[src/rtl/rf_wb_pkg.sv]
// rf_wb_pkg: shared widths, queue entry type and round-robin source enum for the write-back front end
package rf_wb_pkg;

    localparam int WB_DATA_W = 8;
    localparam int WB_ADDR_W = 3;

    typedef struct packed {
        logic [WB_ADDR_W-1:0] addr;
        logic [WB_DATA_W-1:0] data;
    } wb_entry_t;

    typedef enum logic {
        SRC_ALU = 1'b0,
        SRC_MEM = 1'b1
    } wb_src_t;

endpackage

[src/rtl/rf_wb_fifo.sv]
// rf_wb_fifo: in-order write-back queue; exposes an age-ordered view (index 0 = head) for hazard search.
// RF_WB_BYPASS_EN adds the per-entry data view used by the bypass search.
module rf_wb_fifo
    import rf_wb_pkg::*;
#(
    parameter int DEPTH = 4
) (
    input  logic                               Clk,
    input  logic                               Rst_n,
    input  logic                               push,
    input  wb_entry_t                          push_entry,
    input  logic                               pop,
    output wb_entry_t                          head,
    output logic [$clog2(DEPTH):0]             count,
    output logic [DEPTH-1:0]                   ent_valid,
`ifdef RF_WB_BYPASS_EN
    output logic [DEPTH-1:0][WB_DATA_W-1:0]    ent_data,
`endif
    output logic [DEPTH-1:0][WB_ADDR_W-1:0]    ent_addr
);

    localparam int PW = $clog2(DEPTH);

    wb_entry_t      mem [DEPTH];
    logic [PW-1:0]  rd_ptr;
    logic [PW-1:0]  wr_ptr;

    // Entry storage needs no reset; validity comes from count
    always_ff @(posedge Clk) begin
        if (push) mem[wr_ptr] <= push_entry;
    end

    // Pointers wrap naturally at DEPTH (power of two); count tracks occupancy
    always_ff @(posedge Clk) begin
        if (!Rst_n) begin
            rd_ptr <= '0;
            wr_ptr <= '0;
            count  <= '0;
        end else begin
            if (push) wr_ptr <= wr_ptr + 1'b1;
            if (pop) rd_ptr <= rd_ptr + 1'b1;
            count <= count + (PW+1)'(push) - (PW+1)'(pop);
        end
    end

    assign head = mem[rd_ptr];

    genvar i;
    for (i = 0; i < DEPTH; i++) begin : g_view
        logic [PW-1:0] idx;
        assign idx          = rd_ptr + PW'(i);
        assign ent_valid[i] = (PW+1)'(i) < count;
        assign ent_addr[i]  = mem[idx].addr;
`ifdef RF_WB_BYPASS_EN
        assign ent_data[i]  = mem[idx].data;
`endif
    end

endmodule

[src/rtl/rf_wb_arbiter.sv]
// rf_wb_arbiter: round-robin ALU/load write-back arbiter feeding the register-file write port
// through an in-order queue, with a pending-write scoreboard. Optional macro RF_WB_BYPASS_EN
// adds Byp_data_a/Byp_data_b carrying the youngest pending write data.
module rf_wb_arbiter
    import rf_wb_pkg::*;
#(
    parameter int DATA_W = WB_DATA_W,
    parameter int ADDR_W = WB_ADDR_W,
    parameter int DEPTH  = 4
) (
    input  logic                      Clk,
    input  logic                      Rst_n,
    input  logic                      Alu_valid,
    input  logic [ADDR_W-1:0]         Alu_addr,
    input  logic [DATA_W-1:0]         Alu_data,
    output logic                      Alu_ready,
    input  logic                      Mem_valid,
    input  logic [ADDR_W-1:0]         Mem_addr,
    input  logic [DATA_W-1:0]         Mem_data,
    output logic                      Mem_ready,
    input  logic                      Wb_stall,
    output logic                      We,
    output logic [ADDR_W-1:0]         Waddr,
    output logic [DATA_W-1:0]         Wdata,
    input  logic [ADDR_W-1:0]         Chk_addr_a,
    input  logic [ADDR_W-1:0]         Chk_addr_b,
    output logic                      Pend_a,
    output logic                      Pend_b,
`ifdef RF_WB_BYPASS_EN
    output logic [DATA_W-1:0]         Byp_data_a,
    output logic [DATA_W-1:0]         Byp_data_b,
`endif
    output logic [$clog2(DEPTH):0]    Count
);

    localparam int CW = $clog2(DEPTH) + 1;

    wb_src_t                         rr_pref;
    logic                            gnt_mem;
    logic                            not_full;
    logic                            push;
    logic                            pop;
    wb_entry_t                       push_entry;
    wb_entry_t                       head;
    logic [DEPTH-1:0]                ent_valid;
    logic [DEPTH-1:0][ADDR_W-1:0]    ent_addr;
`ifdef RF_WB_BYPASS_EN
    logic [DEPTH-1:0][DATA_W-1:0]    ent_data;
`endif

    // Grant: a lone requester wins; on contention the preferred source wins; full blocks both
    always_comb begin
        not_full   = Count < CW'(DEPTH);
        gnt_mem    = Mem_valid & (!Alu_valid | (rr_pref == SRC_MEM));
        Alu_ready  = Alu_valid & !gnt_mem & not_full;
        Mem_ready  = gnt_mem & not_full;
        push       = Alu_ready | Mem_ready;
        pop        = (Count != '0) & !Wb_stall;
        push_entry = Mem_ready ? {Mem_addr, Mem_data} : {Alu_addr, Alu_data};
    end

    // Preference flips to the other source only when a push actually happens
    always_ff @(posedge Clk) begin
        if (!Rst_n) rr_pref <= SRC_ALU;
        else if (push) rr_pref <= Mem_ready ? SRC_ALU : SRC_MEM;
    end

    rf_wb_fifo #(.DEPTH(DEPTH)) u_fifo (
        .Clk        (Clk),
        .Rst_n      (Rst_n),
        .push       (push),
        .push_entry (push_entry),
        .pop        (pop),
        .head       (head),
        .count      (Count),
        .ent_valid  (ent_valid),
`ifdef RF_WB_BYPASS_EN
        .ent_data   (ent_data),
`endif
        .ent_addr   (ent_addr)
    );

    // Output register: one-cycle We pulse per popped entry; address/data hold otherwise
    always_ff @(posedge Clk) begin
        if (!Rst_n) begin
            We    <= 1'b0;
            Waddr <= '0;
            Wdata <= '0;
        end else begin
            We <= pop;
            if (pop) {Waddr, Wdata} <= head;
        end
    end

    // Pending scoreboard: presented write plus every valid queued entry
    always_comb begin
        Pend_a = We & (Waddr == Chk_addr_a);
        Pend_b = We & (Waddr == Chk_addr_b);
        for (int j = 0; j < DEPTH; j++) begin
            Pend_a = Pend_a | (ent_valid[j] & (ent_addr[j] == Chk_addr_a));
            Pend_b = Pend_b | (ent_valid[j] & (ent_addr[j] == Chk_addr_b));
        end
    end

`ifdef RF_WB_BYPASS_EN
    // Bypass: scan oldest (output register, then head) to youngest so the tail-most match wins
    always_comb begin
        Byp_data_a = (We & (Waddr == Chk_addr_a)) ? Wdata : '0;
        Byp_data_b = (We & (Waddr == Chk_addr_b)) ? Wdata : '0;
        for (int j = 0; j < DEPTH; j++) begin
            if (ent_valid[j] && ent_addr[j] == Chk_addr_a) Byp_data_a = ent_data[j];
            if (ent_valid[j] && ent_addr[j] == Chk_addr_b) Byp_data_b = ent_data[j];
        end
    end
`endif

endmodule

[config.mk]
export PLATFORM = sky130hd
export DESIGN_NAME = rf_wb_arbiter
export DESIGN_NICKNAME = d
export VERILOG_FILES = /design/src/rtl/rf_wb_pkg.sv /design/src/rtl/rf_wb_fifo.sv /design/src/rtl/rf_wb_arbiter.sv
export SDC_FILE = /design/constraint.sdc
export NUM_CORES = 1
export LEC_CHECK = 0
export BUFFER_PORTS_ARGS = -buffer_cell sky130_fd_sc_hd__buf_2
export CAP_MARGIN = 20
export CELL_PAD_IN_SITES_DETAIL_PLACEMENT = 1
export CELL_PAD_IN_SITES_GLOBAL_PLACEMENT = 2
export CORE_UTILIZATION = 30
export DETAILED_ROUTE_END_ITERATION = 10
export GPL_TIMING_DRIVEN = 0
export PLACE_DENSITY_LB_ADDON = 0.15
export SYNTH_ARGS = -nofsm -noshare
export SYNTH_HDL_FRONTEND = slang
export SYNTH_SLANG_ARGS = --single-unit
export TNS_END_PERCENT = 100
[constraint.sdc]
create_clock -name Clk -period 3.01 [get_ports Clk]
set_clock_uncertainty 0.15 [all_clocks]
set_input_delay 0.1505 -clock Clk [delete_from_list [all_inputs] [get_ports Clk]]
set_output_delay 0.1505 -clock Clk [all_outputs]
set_load 0.1 [all_outputs]
# Word level (Yosys, flattened, before mapping)
# Memories as Yosys holds them, arrays and structs flattened. A register that Yosys moved wholly into a read port is not among the register bits.
# Index checks and enable logic that the tools add are counted.
[word_totals]
ff_bits = 20
ram_bits = 44
in_bits = 33
output_inout_bits = 19
wordCells = 64
n_memories = 1
[classes]
add_sub_neg = 6
magnitude_cmp = 5
n_eq_ne = 10
n_mux = 6
n_bitwise = 25
n_reduce_logical = 4
[memory_table]
columns = ["memory", "words", "width", "rd", "rd_clocked_by_memory_dff", "write_ports", "line", "text"]
rows = [
  ["u_fifo.mem", 4, 11, 4, 1, 1, "rf_wb_fifo.sv:24", "wb_entry_t mem [DEPTH];"],
]
[ops]
columns = ["operator", "n"]
rows = [
  ["$eq 3x3->1", 10],
  ["$and 1x1->1", 15],
  ["$mux 11", 1],
  ["$or 1x1->1", 10],
  ["$lt 1x3->1 const A", 2],
  ["$lt 2x3->1 const A", 2],
  ["$add 2x1->2 const B", 2],
  ["$add 2x2->2 const B", 2],
  ["$mux 2", 2],
  ["$add 3x1->3", 1],
  ["$logic_not 1->1", 3],
  ["$lt 3x3->1 const B", 1],
  ["$mux 1", 3],
  ["$reduce_bool 3->1", 1],
  ["$sub 3x1->3", 1],
]

# Logic depth before layout (Yosys ltp)
# Gate-level depths: netlist of run 1.
[logic_depth]
word_depth = 9
depth_mapped = 11
ltp_nobuf = 9

# Cells and area by module
# From an unflattened synthesis of run 1, not the netlist that was laid out.
[unflattened]
cells_unflattened = 234
hier_area_um2 = 3383.2
[modules_own_cells]
columns = ["module", "n_inst", "cells_each", "area_each_um2", "seq_area_each_um2"]
rows = [
  ["rf_wb_fifo", 1, 119, 2309.7, 1501.4],
  ["rf_wb_arbiter", 1, 115, 1073.5, 260.2],
]

# Least setup slack after synthesis of run 1
# OpenSTA, ideal clock, no wires.
[synth_timing]
path_kind = "register to register"
start = "register u_fifo.count[2]"
end = "register u_fifo.count[1]"
setup_ns = 0.115
t_arrival_ns = 2.965
required_time_ns = 2.745
setup_slack_ns = -0.220
stages_incl_launch_ff = 11
path_buffers = 2
period_less_slack_ns = 3.230
cell_sequence = "dfxtp_1 nor3_1 or2_2 clkbuf_1 inv_1 clkbuf_1 ha_1 inv_1 ha_1 fa_1 and2_1"
[synth_via]
elab_cells_between_ends = 8
classes_between = "add/sub (2); order compare (1); bitwise (4); reduce/logical (1)"
[synth_rtl]
columns = ["item", "line", "text"]
rows = [
  ["start, declared", "rf_wb_fifo.sv:14", "output logic [$clog2(DEPTH):0] count,"],
  ["start signal, assigned", "rf_wb_fifo.sv:42", "count <= count + (PW+1)'(push) - (PW+1)'(pop);"],
  ["$reduce_bool 3->1", "rf_wb_arbiter.sv:58", "pop = (Count != '0) & !Wb_stall;"],
  ["$and 1x1->1", "rf_wb_arbiter.sv:58", ""],
  ["net pop", "rf_wb_arbiter.sv:42", "logic pop;"],
  ["$sub 3x1->3", "rf_wb_fifo.sv:42", ""],
]
# The timed path passes the listed nets, and every way through them passes these cells.
# A chain may end at the register's enable or synchronous reset.

==> impl_summary.txt, run 1 <==
----------------------------------------------------
[Logic synthesis]
  Count of mapped cells out of synthesis ... 238
  Mapped Area ... 3320 µm²
  Fraction of synthesized cell area taken by the top area cell type ... 0.398
  Ranking of synthesized cells by area ... sky130_fd_sc_hd__edfxtp_1 40%, sky130_fd_sc_hd__dfxtp_1 13%, sky130_fd_sc_hd__mux4_2 8.1%
  Synthesized-area fraction occupied by xor and xnor cells ... 0.0898
  Post-synthesis share of cell area spent on full adders, half adders and majority gates ... 0.0362
  Synth unique cells ... 28
  Warning count from the yosys run ... 0
  Number of nets in the synthesized netlist ... 280
  Fraction of synthesized area in multiplexers ... 0.189
  Syn_area_per_cell ... 13.9 µm²
  Largest family of logic cells by synthesized area ... multiplexers
  Fraction of the yosys area taken by sequential cells ... 0.531
  Top cell type by total area after synthesis ... sky130_fd_sc_hd__edfxtp_1
  Share of the synthesized area in compound gates (AO/OA/AOI/OAI) ... 0.0347
  Number of flip-flops and latches in the synthesized netlist ... 66
  Simple logic cell fraction of the synthesized area ... 0.0845

[Drt]
  Routed wire length per instance ... 15.8 µm
  Routed Wire Length ... 7.00 mm
  Count of vias placed by the detailed router ... 2029
  Remaining DRCs ... 0
  Detailed-route vias per instance ... 4.59
  Antenna-violating nets left ... 0
  Drt initial violations ... 60
  Number of iterations in the first detailed-routing pass ... 4

[Worst setup path]
  Worst path buffer plus inverter count ... 1
  Reg-to-reg critical path startpoint ... u_fifo.count[2]$_SDFF_PN0_
  Cell with the largest stage delay on the worst path ... sky130_fd_sc_hd__mux4_1
  CP Launch Type ... register
  Family with the most delay on the worst path ... simple AND/OR/NAND/NOR gates
  Worst setup path category ... reg2out
  Data arrival time at the worst-slack endpoint ... 2580 ps
  CP Capture Type ... primary output
  Req. time, crit path ... 2710 ps
  Critical-path maximum fanout ... 4
  Setup slack on the worst flop-to-flop path ... 270 ps
  Worst Reg-to-Reg Cells ... 10
  CP peak stage delay ... 590 ps
  Cells traversed along the worst timing path ... mux4_1 -> xor2_1 -> or4_1 -> nand4_1 -> buf_2
  Crit Reg-Reg Endpoint ... u_fifo.count[2]$_SDFF_PN0_

[Clock network]
  Clock edge transition at the registers on the reported setup and hold paths ... 80 ps
  Total clock buffers created by CTS ... 9
  TritonCTS clock tree ... built
  Buffers inserted by post-CTS timing repair ... 0
  Clock tree buffer depth ... 2
  H-tree lvl count ... 3
  Number of clock sinks ... 66
  Resize count post-CTS ... 0
  Insertion delay of the later-clocked pin in the worst-skew pair ... 340 ps
  CTS root buf ... sky130_fd_sc_hd__clkbuf_8

[Placed design]
  DP Wirelength ... 5.21 mm
  # port buffers ... 45
  Number of instances in the placed design ... 423
  Routability congestion estimate ... 0.748
  DP Worst Slack ... 94.4 ps
  Post-DP Area ... 3720 µm²

[Power and ir drop]
  Worst voltage drop across the vdd grid ... 0.695 mV
  Power density relative to cell area ... 969 nW/µm²
  Leakage dissipation ... 1.45 nW

[STA]
  Final-report setup violation count ... 0
  Number of max-slew violations in the final report ... 0
  Actual transition at the worst max-transition pin ... 658 ps
  Setup ws final ... 131 ps
  Final hold violation count ... 0
  Tightest slew margin relative to the limit ... 0.561
  Clock period minus final worst setup slack ... 2880 ps
  Unrepaired setup endpoints after global routing ... no
  Final period utilization ... 0.957
  Max Clk Rate ... 347 MHz
  Sum of negative setup slack ... 0 ps

[Final layout]
  Top library cells by usage in the layout, fill and taps aside ... 48 x sky130_fd_sc_hd__buf_2, 44 x sky130_fd_sc_hd__edfxtp_1, 27 x sky130_fd_sc_hd__xnor2_1
  Share of final-layout standard cells stronger than drive strength 1 ... 0.311
  Number of antenna cells inserted ... 0
  Most common library cell in the layout ignoring fill and taps ... sky130_fd_sc_hd__buf_2
  Final Net Count ... 339
  Number of non-filler instances in the completed layout ... 442
  Final instance area ... 3960 µm²
  Post-synthesis to final-layout area growth ... 19.5%
  Final core utilization ... 0.367

[Floorplanning]
  Die area ... 11500 µm²
  Number of cell rows ... 38
  Count of boundary I/O pins ... 52
  DIE HEIGHT ... 107 µm
  Initial core utilization ... 0.307
  Area of the core ... 10800 µm²
  Horizontal die dimension ... 107 µm

[Hold path]
  Hold Path Sink ... u_fifo.mem[2][6]$_DFFE_PP_
  Cell depth of the worst hold path ... 2
  Worst Min Path Start ... Mem_data[6]
  Class of the worst hold path ... in2reg

[Run]
  Max Cap Viol ... 0

[Global route]
  Maximum number of pins on one net before global-route repair ... 15
  Tot GR Track Use ... 0.132
  Global-route wire length before repair ... 11.1 mm
  Number of antenna violations at the first check in global routing ... 0
  Via count of the first global-routing pass ... 2089
  Remaining Overflow, GRT ... 0

[Outcome]
  Run status ... finished, final reports clean

----------------------------------------------------
==> state kept, by name, indices dropped and copies added, names as in the netlist, named ones only <==
register       flops
u_fifo.mem        44
Wdata              8
Waddr              3
u_fifo.count       3
u_fifo.rd_ptr      2
u_fifo.wr_ptr      2
We                 1
rr_pref            1
==> Yosys cell counts <==
library cell,number
sky130_fd_sc_hd__edfxtp_1,44
sky130_fd_sc_hd__xnor2_1,27
sky130_fd_sc_hd__nand2_1,24
sky130_fd_sc_hd__dfxtp_1,22
sky130_fd_sc_hd__and2_1,12
sky130_fd_sc_hd__mux2_2,12
sky130_fd_sc_hd__mux4_2,12
sky130_fd_sc_hd__a21boi_0,11
sky130_fd_sc_hd__clkbuf_1,11
sky130_fd_sc_hd__inv_1,10
sky130_fd_sc_hd__ha_1,8
sky130_fd_sc_hd__mux4_1,8
sky130_fd_sc_hd__xor2_1,7
sky130_fd_sc_hd__nand4_1,6
sky130_fd_sc_hd__buf_2,3
sky130_fd_sc_hd__nor2b_1,3
sky130_fd_sc_hd__a21oi_1,2
sky130_fd_sc_hd__a41oi_1,2
sky130_fd_sc_hd__and4_1,2
sky130_fd_sc_hd__buf_6,2
sky130_fd_sc_hd__nor2_1,2
sky130_fd_sc_hd__or4_1,2
sky130_fd_sc_hd__fa_1,1
sky130_fd_sc_hd__mux2i_1,1
sky130_fd_sc_hd__nor3_1,1
sky130_fd_sc_hd__nor3b_1,1
sky130_fd_sc_hd__o21ai_0,1
sky130_fd_sc_hd__or2_2,1
==> cells by family (layout without fill, tap and decap cells) <==
family,Yosys count,after routing
multiplexers,33,33
AND/OR/NAND/NOR,54,54
adder cells (fa/ha/maj),9,9
flip-flops,66,66
AO/OA/AOI/OAI,16,16
buffers and inverters,26,90
XOR/XNOR,34,34
==> final cells by class <==
cell class,count,area (µm²)
Inverter,10,37.5
Fill cell,1154,6830
Buffer,15,75.1
Clock inverter,7,82.6
Sequential cell,66,1770
Tap cell,140,175
Multi-Input combinational cell,146,1440
Clock buffer,9,124
Timing Repair Buffer,49,265
==> report_power, final <==
group          internal (W)  switching, W  leakage (nW)  total (W)
registers           0.00121      0.000109         0.587    0.00132
logic              0.000568       0.00117         0.768    0.00174
clock network      0.000397      0.000383        0.0988   0.000780
==> what timing repair did <==
| item | CTS | global route |
|---|---|---|
| setup endpoints to repair | 0 | 2 |
| endpoints found under the hold margin | 4 | 0 |
| hold buffers | 4 | 0 |
==> worst max-delay path by stage <==
stage,startpoint,to,slack [ps],depth (start not counted)
CTS,u_fifo.count[2]$_SDFF_PN0_,u_fifo.count[2]$_SDFF_PN0_,70,11
global route,u_fifo.count[2]$_SDFF_PN0_,u_fifo.count[2]$_SDFF_PN0_,10,10
detailed placement,u_fifo.count[2]$_SDFF_PN0_,u_fifo.count[2]$_SDFF_PN0_,90,11
finish,u_fifo.mem[2][8]$_DFFE_PP_,Pend_b,130,5
global placement,u_fifo.count[2]$_SDFF_PN0_,u_fifo.count[2]$_SDFF_PN0_,100,11
floorplan,u_fifo.count[2]$_SDFF_PN0_,u_fifo.count[1]$_SDFF_PN0_,150,10
==> per-stage QoR <==
stage	power [W]	hold WS, ps
final	0.00384	14.0
after global routing	0.00406	7.37
after CTS	0.00391	2.49
after detailed placement	0.00312	296
after global placement	0.00310	294
after floorplan	0.00275	154
==> per-layer routing <==
metal  global-route usage  vias up  part of all wire
met5                    0        -                 0
met4               0.0499        0             0.010
met2                0.214       40              0.49
li1                     -      984                 -
met1                0.173     1000              0.46
met3               0.0298        5             0.035
Power figures use the tool's default switching activity.
==> run 2: changes to the inputs <==
- ABC_AREA: not set -> 1
==> run 2 against run 1 <==
  * Via count up 64%
  * Routed wire length grew 58%
  * Sequential power barely moved
  * Critical path depth up 4
  * Maximum frequency is 1.1% higher
  * Worst setup slack improved by 30 ps
  * Cell count increased by 58%
  * Sequential share of layout area decreased by 4.8 points
==> impl_summary.txt, run 2 <==
----------------------------------------------------
[Worst setup path]
  End of the critical path ... u_fifo.count[1]$_SDFF_PN0_ (was Pend_b)
  CP Launch Type ... register (unchanged)
  Reg-to-reg critical path startpoint ... u_fifo.count[2]$_SDFF_PN0_ (unchanged)
  Worst setup path category ... reg2reg (was reg2out)
  Setup slack on the worst flop-to-flop path ... 160 ps (was 270 ps)
  CP Capture Type ... register (was primary output)
  Crit Reg-Reg Endpoint ... u_fifo.count[1]$_SDFF_PN0_ (was u_fifo.count[2]$_SDFF_PN0_)
  Worst Reg-to-Reg Cells ... 9 (was 10)
  Critical-path maximum fanout ... 10 (was 4)
  Data arrival time at the worst-slack endpoint ... 2930 ps (was 2580 ps)
  Req. time, crit path ... 3090 ps (was 2710 ps)
  First element of the critical path ... u_fifo.count[2]$_SDFF_PN0_ (was u_fifo.mem[2][8]$_DFFE_PP_)

[Clock network]
  Clock edge transition at the registers on the reported setup and hold paths ... 60 ps (was 80 ps)
  Buffers inserted by post-CTS timing repair ... 0 (unchanged)
  TritonCTS clock tree ... built (unchanged)
  Total clock buffers created by CTS ... 9 (unchanged)
  H-tree lvl count ... 3 (unchanged)
  Number of clock sinks ... 66 (unchanged)
  Clock tree buffer depth ... 2 (unchanged)
  CTS root buf ... sky130_fd_sc_hd__clkbuf_16 (was sky130_fd_sc_hd__clkbuf_8)
  Insertion delay of the later-clocked pin in the worst-skew pair ... 330 ps (was 340 ps)

[Placed design]
  Number of instances in the placed design ... 677 (was 423)
  # port buffers ... 48 (was 45)
  DP Wirelength ... 8.40 mm (was 5.21 mm)
  Post-DP Area ... 4050 µm² (was 3720 µm²)
  Routability congestion estimate ... 0.785 (was 0.748)

[Power and ir drop]
  Power density relative to cell area ... 1050 nW/µm² (was 969 nW/µm²)
  Worst voltage drop across the vdd grid ... 0.513 mV (was 0.695 mV)
  Leakage dissipation ... 2.11 nW (was 1.45 nW)

[Logic synthesis]
  Fraction of synthesized area in multiplexers ... 0 (was 0.189)
  Synthesized-area fraction occupied by xor and xnor cells ... 0.0146 (was 0.0898)
  Number of nets in the synthesized netlist ... 526 (was 280)
  Count of mapped cells out of synthesis ... 484 (was 238)
  Fraction of synthesized cell area taken by the top area cell type ... 0.366 (was 0.398)
  Syn_area_per_cell ... 7.46 µm² (was 13.9 µm²)
  Ranking of synthesized cells by area ... sky130_fd_sc_hd__edfxtp_1 37%, sky130_fd_sc_hd__nand2_1 19%, sky130_fd_sc_hd__dfxtp_1 12% (was sky130_fd_sc_hd__edfxtp_1 40%, sky130_fd_sc_hd__dfxtp_1 13%, sky130_fd_sc_hd__mux4_2 8.1%)
  Top cell type by total area after synthesis ... sky130_fd_sc_hd__edfxtp_1 (unchanged)
  Commonest cells post-synth ... 180 x sky130_fd_sc_hd__nand2_1, 63 x sky130_fd_sc_hd__nor2_1, 44 x sky130_fd_sc_hd__edfxtp_1, 43 x sky130_fd_sc_hd__inv_1, 36 x sky130_fd_sc_hd__o21ai_0 (was 44 x sky130_fd_sc_hd__edfxtp_1, 27 x sky130_fd_sc_hd__xnor2_1, 24 x sky130_fd_sc_hd__nand2_1, 22 x sky130_fd_sc_hd__dfxtp_1)
  Post-synthesis share of cell area spent on full adders, half adders and majority gates ... 0.0333 (was 0.0362)
  Fraction of the yosys area taken by sequential cells ... 0.488 (was 0.531)
  Largest family of logic cells by synthesized area ... simple AND/OR/NAND/NOR gates (was multiplexers)
  Number of flops mapped to enable cells by yosys ... 44 (unchanged)
  Share of the synthesized area in compound gates (AO/OA/AOI/OAI) ... 0.0880 (was 0.0347)
  Number of flip-flops and latches in the synthesized netlist ... 66 (unchanged)
  Most instantiated library cell after synthesis ... sky130_fd_sc_hd__nand2_1 (was sky130_fd_sc_hd__edfxtp_1)
  Synth unique cells ... 25 (was 28)
  Mapped Area ... 3610 µm² (was 3320 µm²)
  Prevailing post-synth register cell ... sky130_fd_sc_hd__edfxtp_1 (unchanged)
  Simple logic cell fraction of the synthesized area ... 0.303 (was 0.0845)
  Fraction of synthesis flops using an asynchronous set or reset pin ... 0 (unchanged)
  Warning count from the yosys run ... 0 (unchanged)

[STA]
  Actual transition at the worst max-transition pin ... 623 ps (was 658 ps)
  Final hold violation count ... 0 (unchanged)
  Number of max-slew violations in the final report ... 0 (unchanged)
  Final period utilization ... 0.947 (was 0.957)
  Tightest slew margin relative to the limit ... 0.585 (was 0.561)
  Sum of negative setup slack ... 0 ps (unchanged)
  Clock period minus final worst setup slack ... 2850 ps (was 2880 ps)
  Unrepaired setup endpoints after global routing ... no (unchanged)
  Worst Hold Slack ... 10.1 ps (was 14.0 ps)
  Max Clk Rate ... 351 MHz (was 347 MHz)
  Final-report setup violation count ... 0 (unchanged)

[Global route]
  Via count of the first global-routing pass ... 3511 (was 2089)
  Maximum number of pins on one net before global-route repair ... 13 (was 15)
  Tot GR Track Use ... 0.189 (was 0.132)
  Global-route wire length before repair ... 17.8 mm (was 11.1 mm)
  Remaining Overflow, GRT ... 0 (unchanged)
  Number of antenna violations at the first check in global routing ... 0 (unchanged)

[Floorplanning]
  Horizontal die dimension ... 112 µm (was 107 µm)
  Number of cell rows ... 39 (was 38)
  DIE HEIGHT ... 112 µm (was 107 µm)
  Initial core utilization ... 0.312 (was 0.307)
  Count of boundary I/O pins ... 52 (unchanged)
  Die area ... 12500 µm² (was 11500 µm²)
  Area of the core ... 11600 µm² (was 10800 µm²)

[Final layout]
  Final Net Count ... 591 (was 339)
  Final instance area ... 4430 µm² (was 3960 µm²)
  Layout fillers ... 1447 (was 1154)
  Final core utilization ... 0.383 (was 0.367)
  Number of non-filler instances in the completed layout ... 697 (was 442)
  Top library cells by usage in the layout, fill and taps aside ... 180 x sky130_fd_sc_hd__nand2_1, 62 x sky130_fd_sc_hd__nor2_1, 54 x sky130_fd_sc_hd__buf_2 (was 48 x sky130_fd_sc_hd__buf_2, 44 x sky130_fd_sc_hd__edfxtp_1, 27 x sky130_fd_sc_hd__xnor2_1)
  Most common library cell in the layout ignoring fill and taps ... sky130_fd_sc_hd__nand2_1 (was sky130_fd_sc_hd__buf_2)
  Share of final-layout standard cells stronger than drive strength 1 ... 0.146 (was 0.311)
  Post-synthesis to final-layout area growth ... 22.8% (was 19.5%)
  Number of flip-flops in the largest register ... 44 (unchanged)
  Number of antenna cells inserted ... 0 (unchanged)
  Top register by number of flip-flops ... u_fifo.mem (unchanged)
  Largest registers ranked by flip-flop count ... u_fifo.mem (44), Wdata (8) (unchanged)

[Drt]
  Detailed-route vias per instance ... 4.77 (was 4.59)
  Routed wire length per instance ... 15.8 µm (about the same)
  Routed Wire Length ... 11.0 mm (was 7.00 mm)
  Number of iterations in the first detailed-routing pass ... 4 (unchanged)
  Antenna-violating nets left ... 0 (unchanged)
  Drt initial violations ... 78 (was 60)
  Remaining DRCs ... 0 (unchanged)
  Count of vias placed by the detailed router ... 3328 (was 2029)

[Run]
  Max Cap Viol ... 0 (unchanged)

[Hold path]
  Class of the worst hold path ... in2reg (unchanged)
  Worst Min Path Start ... Rst_n (was Mem_data[6])

[Outcome]
  Run status ... finished, final reports clean (unchanged)

----------------------------------------------------
-- run 2: cell count changes after synthesis, sizes merged, moves of 25 or more --
cell / delta
nor2: +61
nand2: +157
xnor2: -25
inv: +35
o21ai: +35
nand3: +32
-- run 2: where the power goes --
group	total [W]	switching, W	leakage, nW	internal (W)
registers	0.00132	0.000127	0.589	0.00119
clock network	0.00118	0.000379	0.158	0.000806
logic	0.00216	0.00165	1.36	0.000506
-- run 2: area by class of cell --
class / instances / area, µm² / area share
clock inverters: 7 / 118 / 0.0265
well taps: 143 / 179 / 0.0404
repair buffers: 54 / 300 / 0.0677
multi-input cells: 354 / 1590 / 0.358
clock buffers: 9 / 225 / 0.0508
flip-flops and latches: 66 / 1760 / 0.397
inverters: 45 / 169 / 0.0381
plain buffers: 19 / 93.8 / 0.0212
-- run 2: worst max-delay path, cell delays in order (launching register included) --
cell and delay (ps):
sky130_fd_sc_hd__dfxtp_1 500, sky130_fd_sc_hd__nor3_1 140, sky130_fd_sc_hd__nor2_2 360, sky130_fd_sc_hd__clkbuf_1 520, sky130_fd_sc_hd__ha_1 340, sky130_fd_sc_hd__inv_1 60, sky130_fd_sc_hd__ha_1 150, sky130_fd_sc_hd__fa_1 410
sky130_fd_sc_hd__nand2_1 70, sky130_fd_sc_hd__inv_1 40
-- run 2: worst min path at each step --
stage | end | slack [ps] | cells past startpoint
6_report | Wdata[7]$_SDFFE_PN0P_ | 10 | 3
5_1_grt | u_fifo.mem[0][1]$_DFFE_PP_ | 30 | 3
4_1_cts | Wdata[7]$_SDFFE_PN0P_ | 8 | 3
3_5_place_dp | We$_SDFF_PN0_ | 190 | 2
3_3_place_gp | We$_SDFF_PN0_ | 190 | 2
2_1_floorplan | We$_SDFF_PN0_ | 80 | 1
-- run 2: stage by stage --
stage | total power (W) | worst slack [ps]
finish | 0.00466 | 161
global route | 0.00496 | 8.18
CTS | 0.00470 | 99.0
detailed placement | 0.00350 | -89.5
global placement | 0.00345 | -62.5
floorplan | 0.00295 | 17.3
-- run 2: cells by family after synthesis --
group | after synthesis
buf+inv | 64
simple gates | 279
xor+xnor | 6
compound gates | 60
fa+ha+maj | 9
flops | 66
-- run 2: repair_timing --
action                                  CTS  global route
gates resized for setup                   1             0
endpoints found under the setup margin    2             0
hold buffers                              2             0
hold endpoints to repair                  2             0
-- run 2: metal layers --
metal  part of all wire  track usage  wire length [µm]
met1               0.44        0.218              4870
met2               0.52        0.347              5730
met3              0.028       0.0365               304
met4              0.013       0.0649               148
met5                  0            0                 0
